**src/rtl/riscv_pkg.sv**
```systemverilog
// Shared RISC-V definitions: load/store size codes, LSU FSM states and
// lane helpers used by the memory stage.
package riscv_pkg;

  localparam logic [2:0] F3_B  = 3'b000;
  localparam logic [2:0] F3_H  = 3'b001;
  localparam logic [2:0] F3_W  = 3'b010;
  localparam logic [2:0] F3_BU = 3'b100;
  localparam logic [2:0] F3_HU = 3'b101;

  typedef enum logic [1:0] {
    IDLE        = 2'd0,
    WAIT_GNT    = 2'd1,
    WAIT_RVALID = 2'd2,
    DONE        = 2'd3
  } lsu_state_e;

  function automatic logic is_misaligned(input logic [2:0] funct3, input logic [1:0] offset);
    case (funct3[1:0])
      2'b00:   return 1'b0;
      2'b01:   return offset[0];
      default: return |offset;
    endcase
  endfunction

  function automatic logic [3:0] byte_enables(input logic [2:0] funct3, input logic [1:0] offset);
    case (funct3[1:0])
      2'b00:   return 4'b0001 << offset;
      2'b01:   return 4'b0011 << {offset[1], 1'b0};
      default: return 4'b1111;
    endcase
  endfunction

endpackage

```
**src/rtl/load_store_unit_if.sv**
```systemverilog
// Data-memory request/response bus between the load/store unit and memory.
interface load_store_unit_if #(
  parameter int ADDRESS_WIDTH = 32,
  parameter int DATA_WIDTH    = 32
);
  logic                     dmem_req;
  logic                     dmem_we;
  logic [ADDRESS_WIDTH-1:0] dmem_addr;
  logic [DATA_WIDTH-1:0]    dmem_wdata;
  logic [3:0]               dmem_be;
  logic                     dmem_gnt;
  logic                     dmem_rvalid;
  logic [DATA_WIDTH-1:0]    dmem_rdata;

  modport master (
    output dmem_req, dmem_we, dmem_addr, dmem_wdata, dmem_be,
    input  dmem_gnt, dmem_rvalid, dmem_rdata
  );

  modport slave (
    input  dmem_req, dmem_we, dmem_addr, dmem_wdata, dmem_be,
    output dmem_gnt, dmem_rvalid, dmem_rdata
  );
endinterface

```
**src/rtl/load_align.sv**
```systemverilog
// Moves the addressed byte/halfword of a read word to bit 0 and extends it.
module load_align
  import riscv_pkg::*;
#(
  parameter int DATA_WIDTH = 32
) (
  input  logic [DATA_WIDTH-1:0] rdata_i,
  input  logic [1:0]            offset_i,
  input  logic [2:0]            funct3_i,
  output logic [DATA_WIDTH-1:0] data_o
);
  logic [DATA_WIDTH-1:0] shifted;

  always_comb begin
    shifted = rdata_i >> {offset_i, 3'b000};
    case (funct3_i)
      F3_B:    data_o = {{(DATA_WIDTH-8){shifted[7]}}, shifted[7:0]};
      F3_H:    data_o = {{(DATA_WIDTH-16){shifted[15]}}, shifted[15:0]};
      F3_BU:   data_o = {{(DATA_WIDTH-8){1'b0}}, shifted[7:0]};
      F3_HU:   data_o = {{(DATA_WIDTH-16){1'b0}}, shifted[15:0]};
      default: data_o = shifted;
    endcase
  end
endmodule

```
**src/rtl/load_store_unit.sv**
```systemverilog
// Memory pipeline stage: M-stage register, data-memory handshake and load
// alignment, stalling upstream while an access is outstanding.
//   state       | meaning
//   IDLE        | no access outstanding; aligned mem op in M requests now
//   WAIT_GNT    | request presented, holding bus until gnt
//   WAIT_RVALID | load granted, waiting for read data
//   DONE        | load data captured; releases the stage for one cycle
module load_store_unit
  import riscv_pkg::*;
#(
  parameter int ADDRESS_WIDTH = 32,
  parameter int DATA_WIDTH    = 32
) (
  input  logic                     clk,
  input  logic                     rst,
  input  logic                     reg_write_e,
  input  logic                     mem_read_e,
  input  logic                     mem_write_e,
  input  logic [1:0]               result_src_e,
  input  logic [2:0]               funct3_e,
  input  logic [ADDRESS_WIDTH-1:0] alu_result_e,
  input  logic [DATA_WIDTH-1:0]    write_data_e,
  input  logic [4:0]               rd_e,
  input  logic [ADDRESS_WIDTH-1:0] pc_plus4_e,
  output logic                     reg_write_m,
  output logic [1:0]               result_src_m,
  output logic [ADDRESS_WIDTH-1:0] alu_result_m,
  output logic [4:0]               rd_m,
  output logic [ADDRESS_WIDTH-1:0] pc_plus4_m,
  output logic [DATA_WIDTH-1:0]    read_data_m,
  output logic                     stall_m,
  output logic                     misaligned_m,
  load_store_unit_if.master        dmem
);
  logic                     reg_write_q, mem_read_q, mem_write_q;
  logic [1:0]               result_src_q;
  logic [2:0]               funct3_q;
  logic [ADDRESS_WIDTH-1:0] alu_result_q, pc_plus4_q;
  logic [DATA_WIDTH-1:0]    write_data_q, load_q, load_data;
  logic [4:0]               rd_q;
  lsu_state_e               state_q;
  logic                     mem_op, misaligned, issue, stall;
  logic [DATA_WIDTH-1:0]    wdata;

  assign mem_op     = mem_read_q | mem_write_q;
  assign misaligned = mem_op & is_misaligned(funct3_q, alu_result_q[1:0]);
  assign issue      = mem_op & ~misaligned & ((state_q == IDLE) | (state_q == WAIT_GNT));
  // A store is finished the cycle it is granted, so the stage is released then
  // even from WAIT_GNT; otherwise the same store would be re-issued.
  assign stall      = (state_q == WAIT_RVALID) | (issue & ~(mem_write_q & dmem.dmem_gnt));

  always_ff @(posedge clk or posedge rst) begin
    if (rst) begin
      reg_write_q  <= 1'b0;
      mem_read_q   <= 1'b0;
      mem_write_q  <= 1'b0;
      result_src_q <= '0;
      funct3_q     <= '0;
      alu_result_q <= '0;
      write_data_q <= '0;
      rd_q         <= '0;
      pc_plus4_q   <= '0;
    end else if (!stall) begin
      reg_write_q  <= reg_write_e;
      mem_read_q   <= mem_read_e;
      mem_write_q  <= mem_write_e;
      result_src_q <= result_src_e;
      funct3_q     <= funct3_e;
      alu_result_q <= alu_result_e;
      write_data_q <= write_data_e;
      rd_q         <= rd_e;
      pc_plus4_q   <= pc_plus4_e;
    end
  end

  always_ff @(posedge clk or posedge rst) begin
    if (rst) begin
      state_q <= IDLE;
      load_q  <= '0;
    end else begin
      case (state_q)
        IDLE, WAIT_GNT: begin
          if (issue) begin
            if (dmem.dmem_gnt) state_q <= mem_write_q ? IDLE : WAIT_RVALID;
            else               state_q <= WAIT_GNT;
          end
        end
        WAIT_RVALID: begin
          if (dmem.dmem_rvalid) begin
            load_q  <= load_data;
            state_q <= DONE;
          end
        end
        DONE:    state_q <= IDLE;
        default: state_q <= IDLE;
      endcase
    end
  end

  load_align #(.DATA_WIDTH(DATA_WIDTH)) u_load_align (
    .rdata_i  (dmem.dmem_rdata),
    .offset_i (alu_result_q[1:0]),
    .funct3_i (funct3_q),
    .data_o   (load_data)
  );

  always_comb begin
    case (funct3_q[1:0])
      2'b00:   wdata = {(DATA_WIDTH/8){write_data_q[7:0]}};
      2'b01:   wdata = {(DATA_WIDTH/16){write_data_q[15:0]}};
      default: wdata = write_data_q;
    endcase
  end

  assign dmem.dmem_req   = issue;
  assign dmem.dmem_we    = mem_write_q;
  assign dmem.dmem_addr  = {alu_result_q[ADDRESS_WIDTH-1:2], 2'b00};
  assign dmem.dmem_wdata = wdata;
  assign dmem.dmem_be    = mem_op ? byte_enables(funct3_q, alu_result_q[1:0]) : 4'b0000;

  assign reg_write_m  = reg_write_q & ~misaligned;
  assign result_src_m = result_src_q;
  assign alu_result_m = alu_result_q;
  assign rd_m         = rd_q;
  assign pc_plus4_m   = pc_plus4_q;
  assign read_data_m  = load_q;
  assign stall_m      = stall;
  assign misaligned_m = misaligned;
endmodule

```
**src/flat_wrapper.sv**
```systemverilog
// flat-port wrapper written by rule: the top's interface ports become plain ports
module load_store_unit_flat import riscv_pkg::*;
#(
  parameter int ADDRESS_WIDTH = 32,
  parameter int DATA_WIDTH    = 32
)
  (clk, rst, reg_write_e, mem_read_e, mem_write_e, result_src_e, funct3_e, alu_result_e, write_data_e, rd_e, pc_plus4_e, reg_write_m, result_src_m, alu_result_m, rd_m, pc_plus4_m, read_data_m, stall_m, misaligned_m, dmem_dmem_req, dmem_dmem_we, dmem_dmem_addr, dmem_dmem_wdata, dmem_dmem_be, dmem_dmem_gnt, dmem_dmem_rvalid, dmem_dmem_rdata);
  load_store_unit_if #(.ADDRESS_WIDTH(ADDRESS_WIDTH), .DATA_WIDTH(DATA_WIDTH)) dmem_i ();
  input  logic clk;
  input  logic rst;
  input  logic reg_write_e;
  input  logic mem_read_e;
  input  logic mem_write_e;
  input  logic [1:0] result_src_e;
  input  logic [2:0] funct3_e;
  input  logic [ADDRESS_WIDTH-1:0] alu_result_e;
  input  logic [DATA_WIDTH-1:0] write_data_e;
  input  logic [4:0] rd_e;
  input  logic [ADDRESS_WIDTH-1:0] pc_plus4_e;
  output logic reg_write_m;
  output logic [1:0] result_src_m;
  output logic [ADDRESS_WIDTH-1:0] alu_result_m;
  output logic [4:0] rd_m;
  output logic [ADDRESS_WIDTH-1:0] pc_plus4_m;
  output logic [DATA_WIDTH-1:0] read_data_m;
  output logic stall_m;
  output logic misaligned_m;
  output wire logic [$bits(dmem_i.dmem_req)-1:0] dmem_dmem_req;
  output wire logic [$bits(dmem_i.dmem_we)-1:0] dmem_dmem_we;
  output wire logic [$bits(dmem_i.dmem_addr)-1:0] dmem_dmem_addr;
  output wire logic [$bits(dmem_i.dmem_wdata)-1:0] dmem_dmem_wdata;
  output wire logic [$bits(dmem_i.dmem_be)-1:0] dmem_dmem_be;
  input wire logic [$bits(dmem_i.dmem_gnt)-1:0] dmem_dmem_gnt;
  input wire logic [$bits(dmem_i.dmem_rvalid)-1:0] dmem_dmem_rvalid;
  input wire logic [$bits(dmem_i.dmem_rdata)-1:0] dmem_dmem_rdata;
  assign dmem_dmem_req = dmem_i.dmem_req;
  assign dmem_dmem_we = dmem_i.dmem_we;
  assign dmem_dmem_addr = dmem_i.dmem_addr;
  assign dmem_dmem_wdata = dmem_i.dmem_wdata;
  assign dmem_dmem_be = dmem_i.dmem_be;
  assign dmem_i.dmem_gnt = dmem_dmem_gnt;
  assign dmem_i.dmem_rvalid = dmem_dmem_rvalid;
  assign dmem_i.dmem_rdata = dmem_dmem_rdata;
  load_store_unit #(.ADDRESS_WIDTH(ADDRESS_WIDTH), .DATA_WIDTH(DATA_WIDTH)) u_core (.clk(clk), .rst(rst), .reg_write_e(reg_write_e), .mem_read_e(mem_read_e), .mem_write_e(mem_write_e), .result_src_e(result_src_e), .funct3_e(funct3_e), .alu_result_e(alu_result_e), .write_data_e(write_data_e), .rd_e(rd_e), .pc_plus4_e(pc_plus4_e), .reg_write_m(reg_write_m), .result_src_m(result_src_m), .alu_result_m(alu_result_m), .rd_m(rd_m), .pc_plus4_m(pc_plus4_m), .read_data_m(read_data_m), .stall_m(stall_m), .misaligned_m(misaligned_m), .dmem(dmem_i));
endmodule
```
**config.mk**
```make
export PLATFORM = sky130hd
export DESIGN_NAME = load_store_unit_flat
export DESIGN_NICKNAME = d
export VERILOG_FILES = /design/src/rtl/riscv_pkg.sv /design/src/rtl/load_store_unit_if.sv /design/src/rtl/load_align.sv /design/src/rtl/load_store_unit.sv /design/src/flat_wrapper.sv
export SDC_FILE = /design/constraint.sdc
export NUM_CORES = 1
export LEC_CHECK = 0
export ABC_AREA = 1
export CAP_MARGIN = 20
export CORE_MARGIN = 2
export CORE_UTILIZATION = 42
export DETAILED_ROUTE_END_ITERATION = 8
export PLACE_DENSITY = 0.81
export RECOVER_POWER = 50
export REMOVE_ABC_BUFFERS = 1
export SYNTH_ARGS = -nofsm -noshare
export SYNTH_HDL_FRONTEND = slang
export SYNTH_SLANG_ARGS = --single-unit
```
**constraint.sdc**
```tcl
create_clock -name clk -period 7 [get_ports clk]
set_input_delay 1.75 -clock clk [delete_from_list [all_inputs] [get_ports clk]]
set_output_delay 1.75 -clock clk [all_outputs]
set_load 0.005 [all_outputs]
```
[Word-level counts from Yosys, hierarchy flattened]
Index checks and enable logic that the tools add are counted.
Storage, ports and cells
  input port bits: 145
  flip-flop bits (word level): 143
  output and inout port bits: 176
  word-level logic and storage cells: 51
Operators by class
  shift-type cells: 3
  reduce and logical (&&, ||, !) cells: 7
  mux-type cells: 10
  equal/unequal tests: 9
  bitwise operators: 11
Operators with widths (number)
  $pmux 32 s4: 1
  $pmux 32 s2: 1
  $shr 32x5->32: 1
  $mux 2: 4
  $pmux 4 s2: 1
  $and 1x1->1: 6
  $eq 3x3->1 const B: 2
  $pmux 2 s3: 1
  $eq 2x1->1 const B: 2
  $eq 2x2->1 const B: 2
  $logic_not 2->1: 2
  $mux 4: 1
  $reduce_and 2->1: 2
  $reduce_or 2->1: 2
  $shl 1x2->4 const A: 1
  $shl 2x2->4 const A: 1
  $eq 3x1->1 const B: 1
  $logic_not 3->1: 1
  $or 1x1->1: 3
  $ne 2x1->1 const B: 1
  $ne 2x2->1 const B: 1
  $not 1->1: 2
  $pmux 1 s2: 1

[Longest topological paths before layout]
Gate-level depths: netlist of run 1.
  depth in word-level cells: 8
  gate-level depth with buffers: 11
  gate-level depth less buffers: 9

[Modules after synthesis]
A second synthesis of run 1 with hierarchy kept.
Unflattened totals
  cells, all modules: 924
  area total of the unflattened synthesis: 7265.7 µm²
By module, submodules not included
  load_store_unit: cells an instance 766, seq. area each 3578.4 µm², times used 1, area each 6344.8 µm²
  load_align: cells an instance 158, seq. area each 0.0 µm², times used 1, area each 920.9 µm²

[Worst setup path after synthesis of run 1]
OpenSTA, ideal clock, no wires.
  path type: input-to-output
  start point: input dmem_dmem_gnt
  end point: output stall_m
  stages on the path: 4
  required time: 5.250 ns
  data arrival time: 2.150 ns
  slack: 3.100 ns
  buffers on the path: 1
  cell sequence: nand2_1 > nand4_1 > nand2_1 > buf_2
Between the ends
  word-level cells in the longest chain between the ends: 4
Ends and longest elaborated chain
  start: declaration: RTL line flat_wrapper.sv:33  | input wire logic [$bits(dmem_i.dmem_gnt)-1:0] dmem_dmem_gnt;
  $and 1x1->1: RTL line load_store_unit.sv:50  | assign stall = (state_q == WAIT_RVALID) | (issue & ~(mem_write_q & dmem.dmem_gnt));
  $not 1->1: RTL line load_store_unit.sv:50
  $and 1x1->1: RTL line load_store_unit.sv:50
  $or 1x1->1: RTL line load_store_unit.sv:50
  end: declaration: RTL line flat_wrapper.sv:26  | output logic stall_m;
Every way passes these cells.

[Worst setup path in the final report of run 1]
Ends and elaborated chain as after synthesis.

==> results of run 1 <==
==> cells by family after synthesis <==
| kind of cell | share of synthesized area (%) |
|---|---|
| flip-flops | 50.28 |
| buffers and inverters | 10.60 |
| other | 0.05269 |
| AO/OA/AOI/OAI | 2.602 |
| AND/OR/NAND/NOR | 36.46 |
==> stage by stage <==
step	instances	setup TNS (ns)	cell area, um^2	hold slack, ns
after global placement	1373	0	10020	0.4472
after detailed placement	1373	0	10020	0.4574
after floorplan	828	-22.50	6500	0.4338
after global routing	1408	0	10620	0.4828
after CTS	1405	0	10600	0.4729
final	1408	0	10620	0.4618
==> worst min-delay path by stage <==
stage / from / end / slack (ns) / depth (start not counted)
final: u_core.pc_plus4_m[15] / u_core.pc_plus4_m[15] / 0.46 / 2
after global placement: u_core.mem_read_q / u_core.mem_read_q / 0.45 / 2
after CTS: u_core.write_data_q[26] / u_core.write_data_q[26] / 0.47 / 2
after global routing: u_core.read_data_m[12] / u_core.read_data_m[12] / 0.48 / 2
after floorplan: u_core.mem_read_q / u_core.mem_read_q / 0.43 / 2
after detailed placement: u_core.pc_plus4_m[13] / u_core.pc_plus4_m[13] / 0.46 / 2
==> flip-flops by register name, summed over array words and instances, names as in the netlist, 2 cells and up <==
name / flops
u_core.write_data_q: 32
u_core.alu_result_m: 32
u_core.funct3_q: 3
u_core.pc_plus4_m: 32
u_core.read_data_m: 32
u_core.result_src_m: 2
u_core.rd_m: 5
u_core.state_q: 2
==> power groups by stage <==
stage          Sequential [mW]  Combinational [mW]  Clock [mW]
2_1_floorplan             1.58                1.29           0
3_3_place_gp              1.54                2.96           0
3_5_place_dp              1.55                3.01           0
4_1_cts                   1.56                3.02       0.881
5_1_grt                   1.60                3.16       0.916
6_report                  1.54                2.87       0.866
==> per-layer routing <==
metal / part of all wire (%) / global-route usage [%] / vias up
li1: - / - / 3379
met1: 38 / 31.48 / 3375
met2: 49 / 44.76 / 336
met3: 9.1 / 7.634 / 60
met4: 3.9 / 12.34 / 2
met5: 0.054 / 0 / -
==> area by class of cell <==
cell class | count | area [um^2]
clock buffers | 22 | 494.2
diodes | 2 | 5.005
multi-input cells | 650 | 2793
well taps | 220 | 275.3
flip-flops and latches | 143 | 3578
fillers | 1385 | 5968
repair buffers | 326 | 3257
clock inverters | 10 | 76.32
inverters | 35 | 136.4
==> critical path, stage by stage <==
cell	delay, ns
dlygate4sd3_1	0.57
nand2_1	0.09
nand4_1	0.18
nand2_4	0.38
clkdlybuf4s50_1	0.59
==> layout by cell type (no fill, tap or decap), drive strengths merged <==
cell           count
inv               36
diode              2
nand3b             2
a21boi             1
dlygate4sd3      142
or2               19
o211ai             4
nand4              7
buf                6
nor2              28
clkbuf            24
clkinv             5
nand3            149
o21ai              7
dfrtp            143
a22oi              1
a21oi             12
clkinvlp           4
clkdlybuf4s50    176
nand2            412
conb               2
o21a               6
==> results.yml, run 1 <==
status:
  violations: "capacitance limit, slew limit"
  status: "finished with violations"
floorplan:
  core_area_um2: 16580
  ios: 321
  rows: 47
  die-area_um2: 18000
  die_h_um: 134.2
  initial_core_util_pct: 42.92
  die_width_um: 134.2
placed_design:
  dp.final_hpwl_um: 16500
  gp_congestion: 0.8764
  portBuffers: 318
  dp_slack_ns: 1.790
power_and_ir_drop:
  ir_drop_v: 0.0003435
  total_power_mw: 5.277
  sw_frac_of_total_pct: 40.84
  leakagePower_nw: 5.257
  power_switching_mw: 2.155
  powerDensity_nw_per_um2: 497.1
  internal_power_mw: 3.122
  pwr-share-comb_pct: 54.4
  pwr-share-clk_pct: 16.4
  seqPwrFrac_pct: 29.2
sta:
  max_freq_mhz: 187.5
  slew_viol_final: 196
  fin_ws_ns: 1.666
  slew-limit-headroom_pct: -148.8
  hold_viol: 0
  skew_ns: 0.01467
  tightest_slew_ns: 3.711
  min_period_ns: 5.334
  setup_viol: 0
  rsz0062_at_grt: "false"
  finalCritPeriodShare_pct: 76.20
clock_tree:
  tritoncts: "yes"
  cts_root_buf: "clkbuf_16"
  htreeDepth: 4
  numCtsBuffers: 17
  clkTransAtPathRegs_ns: 0.06
  cts_sinks: 143
  post_cts_resized: 0
  cts_setup_buffers: 0
  cts_hold_buf: 0
  clk-insertion-delay-late_ns: 0.42
  ctsLongestPathBuffers: 2
drt:
  via_per_inst: 5.080
  wirelength_um: 24030
  drc: 0
  wl_per_cell_um: 17.07
  drtIter0Drc: 468
  ant_nets: 0
  drt_first_pass_iters: 6
  vias: 7152
worst_setup_path:
  crit_path_max_fanout: 33
  cp.required_ns: 5.25
  worstSetupStartpoint: "dmem_dmem_gnt"
  cp-start-kind: "input port"
  end_kind: "output pin"
  r2r_end: "u_core.alu_result_m[0]"
  cp-endpoint: "stall_m"
  reg2reg_depth: 8
  rr_startpoint: "u_core.alu_result_m[1]"
  r2r_slack_ns: 3.18
  critPathKind: "in -> out"
  arrival_ns: 3.58
synthesis:
  postSynthCellCount: 924
  synth_edf_count: 0
  synthTopCellsByArea: "dfrtp_1 50%, nand2_1 22%, nand3_1 10%"
  yosysSeqAreaShare_pct: 50.28
  synthFlopType: "dfrtp_1"
  synth_top_area_cell: "dfrtp_1"
  ys_types: 25
  ys_ff_latch: 143
  synth_async_sr_flop_share_pct: 100.0
  synthDominantCellAreaShare_pct: 50.28
  yosysMostFrequentCell: "nand2_1"
  syn_avg_cell_area_um2: 7.702
  yosysWarnings: 0
  netlist_top_cells_count: "409 x nand2_1, 149 x nand3_1, 143 x dfrtp_1"
  synthesis.area_um2: 7117
global_route:
  grt_first_pass_wirelength_um: 37010
  grt.total_usage_pct: 26.58
  grt_overflow: 0
  antenna_found_initial: 3
  grt_start_max_net_pins: 111
  grt_pass1_vias: 6919
run:
  cap_viol_max_count: 2
layout:
  drive_gt1_share_pct: 5.987
  fin_nets: 1318
  utilization_pct: 64.01
  area_growth_pct: 49.16
hold_path:
  min_path_type: "reg -> reg"
Power figures use the tool's default switching activity.
==> inputs of run 2 (changes only) <==
==> constraint.sdc (replaced) <==
create_clock -name clk -period 5.2 [get_ports clk]
set_input_delay 1.3 -clock clk [delete_from_list [all_inputs] [get_ports clk]]
set_output_delay 1.3 -clock clk [all_outputs]
set_load 0.005 [all_outputs]
==> run 2 against run 1 <==
Net effect:
- the flow still finishes with violations (capacitance limit, slew limit)
- via count is 0.80% lower
- combinational power is 38% higher
- hold slack better by 0.0061 ns
- flip-flop and latch count stayed put
- final cell count is 0.14% higher
- register-to-register slack worse by 1.2 ns
- critical path type unchanged
- critical endpoint unchanged
- largest cell class unchanged
- highest routed layer unchanged
==> results.yml, run 2 (synthesis results as in run 1) <==
clock_tree:
  numCtsBuffers: 17
  cts_setup_buffers: 0
  clkTransAtPathRegs_ns: 0.06
  post_cts_resized: 0
  ctsLongestPathBuffers: 2
  cts_sinks: 143
  cts_root_buf: "clkbuf_16"
  tritoncts: "yes"
  clk-insertion-delay-late_ns: 0.42
  htreeDepth: 4
  cts_hold_buf: 0
worst_setup_path:
  arrival_ns: 3.28
  crit_path_max_fanout: 21
  cp.required_ns: 3.90
  critPathKind: "in -> out"
  end_kind: "output pin"
  cp-start-kind: "input port"
floorplan:
  rows: 47
  die-area_um2: 18000
  core_area_um2: 16580
  initial_core_util_pct: 42.92
  die_width_um: 134.2
  ios: 321
  die_h_um: 134.2
sta:
  hold_viol: 0
  tightest_slew_ns: 2.147
  holdWs_ns: 0.4679
  finalCritPeriodShare_pct: 88.13
  slew_viol_final: 101
  setup_tns_ns: 0
  rsz0062_at_grt: "false"
  skew_ns: 0.01286
  max_freq_mhz: 218.2
  slew-limit-headroom_pct: -43.12
  setup_viol: 0
  fin_ws_ns: 0.6174
  min_period_ns: 4.583
drt:
  wirelength_um: 24130
  wl_per_cell_um: 17.11
  drtIter0Drc: 459
  drt_first_pass_iters: 5
  drc: 0
  vias: 7095
  ant_nets: 0
  via_per_inst: 5.032
layout:
  fin_nets: 1319
  final_cell_mix: "410 x nand2_1, 251 x clkdlybuf4s50_1, 149 x nand3_1"
  fillCellCount: 1404
  area_growth_pct: 49.75
  mostFrequentLayoutCell: "nand2_1"
  drive_gt1_share_pct: 5.813
placed_design:
  portBuffers: 318
  dp.final_hpwl_um: 16500
  gp_congestion: 0.8707
  dp_slack_ns: 1.047
hold_path:
  min_path_type: "reg -> reg"
power_and_ir_drop:
  leakagePower_nw: 5.222
  total_power_mw: 7.323
  powerDensity_nw_per_um2: 687.1
  ir_drop_v: 0.0004270
global_route:
  antenna_found_initial: 4
  grt_start_max_net_pins: 110
  grt_pass1_vias: 6863
  grt.total_usage_pct: 26.37
  grt_overflow: 0
  grt_first_pass_wirelength_um: 37060
status:
  status: "finished with violations"
  violations: "capacitance limit, slew limit"
run:
  cap_viol_max_count: 1
-- run 2: cell count changes in the layout (fill, tap and decap cells not counted), moves of 2 or more --
cell,previous run,this run
dlygate4sd3_1,142,67
clkdlybuf4s50_1,176,251
bufinv_16,0,3
clkbuf_1,1,3
clkbuf_8,5,0
-- run 2: critical path, cell delays in order --
cell             delay (ns)
clkdlybuf4s50_1        0.44
nand2_1                0.08
nand4_1                0.11
nand2_1                0.68
clkdlybuf4s50_1        0.66
-- run 2: path summary, 6_finish.rpt --
kind | slack (ns) | end | cells past startpoint | startpoint
setup / recovery | 0.62 | stall_m | 5 | dmem_dmem_gnt
hold reg to reg | 0.47 | u_core.pc_plus4_m[26] | 2 | u_core.pc_plus4_m[26]
max in group asynchronous | 1.19 | u_core.read_data_m[18] | 3 | rst
min in group asynchronous | 1.97 | u_core.result_src_m[0] | 2 | rst
hold / removal | 0.47 | u_core.pc_plus4_m[26] | 2 | u_core.pc_plus4_m[26]
setup reg to reg | 1.98 | u_core.write_data_q[3] | 8 | u_core.funct3_q[0]
-- run 2: area by class of cell --
cell class / instances / area (um^2) / area share (%)
Antenna cell: 3 / 7.507 / 0.07044
Clock buffer: 18 / 429.2 / 4.027
Clock inverter: 14 / 180.2 / 1.691
Inverter: 35 / 138.9 / 1.303
Multi-Input combinational cell: 650 / 2785 / 26.13
Sequential cell: 143 / 3578 / 33.58
Tap cell: 220 / 275.3 / 2.583
Timing Repair Buffer: 327 / 3263 / 30.62
-- run 2: metal layers --
| layer | wire length (um) | GRT usage, % | part of all wire (%) | up-vias |
|---|---|---|---|---|
| met5 | 16 | 0 | 0.066 | - |
| met4 | 705 | 10.00 | 2.9 | 2 |
| met3 | 1979 | 7.294 | 8.2 | 45 |
| met2 | 11960 | 44.13 | 50 | 310 |
| met1 | 9472 | 32.59 | 39 | 3358 |
| li1 | - | - | - | 3380 |
-- run 2: metrics by stage --
| step | instance area, um^2 | instances | util (%) |
|---|---|---|---|
| finish | 10660 | 1410 | 64.27 |
| global route | 10660 | 1410 | 64.27 |
| CTS | 10640 | 1406 | 64.17 |
| detailed placement | 10030 | 1374 | 60.49 |
| global placement | 10030 | 1374 | 60.49 |
| floorplan | 6500 | 828 | - |
-- run 2: report_power, final --
| part | leakage [nW] | switching, mW | internal (mW) |
|---|---|---|---|
| Clock | 0.298 | 0.503 | 0.765 |
| Sequential | 1.72 | 0.395 | 1.70 |
| Combinational | 3.21 | 2.03 | 1.93 |
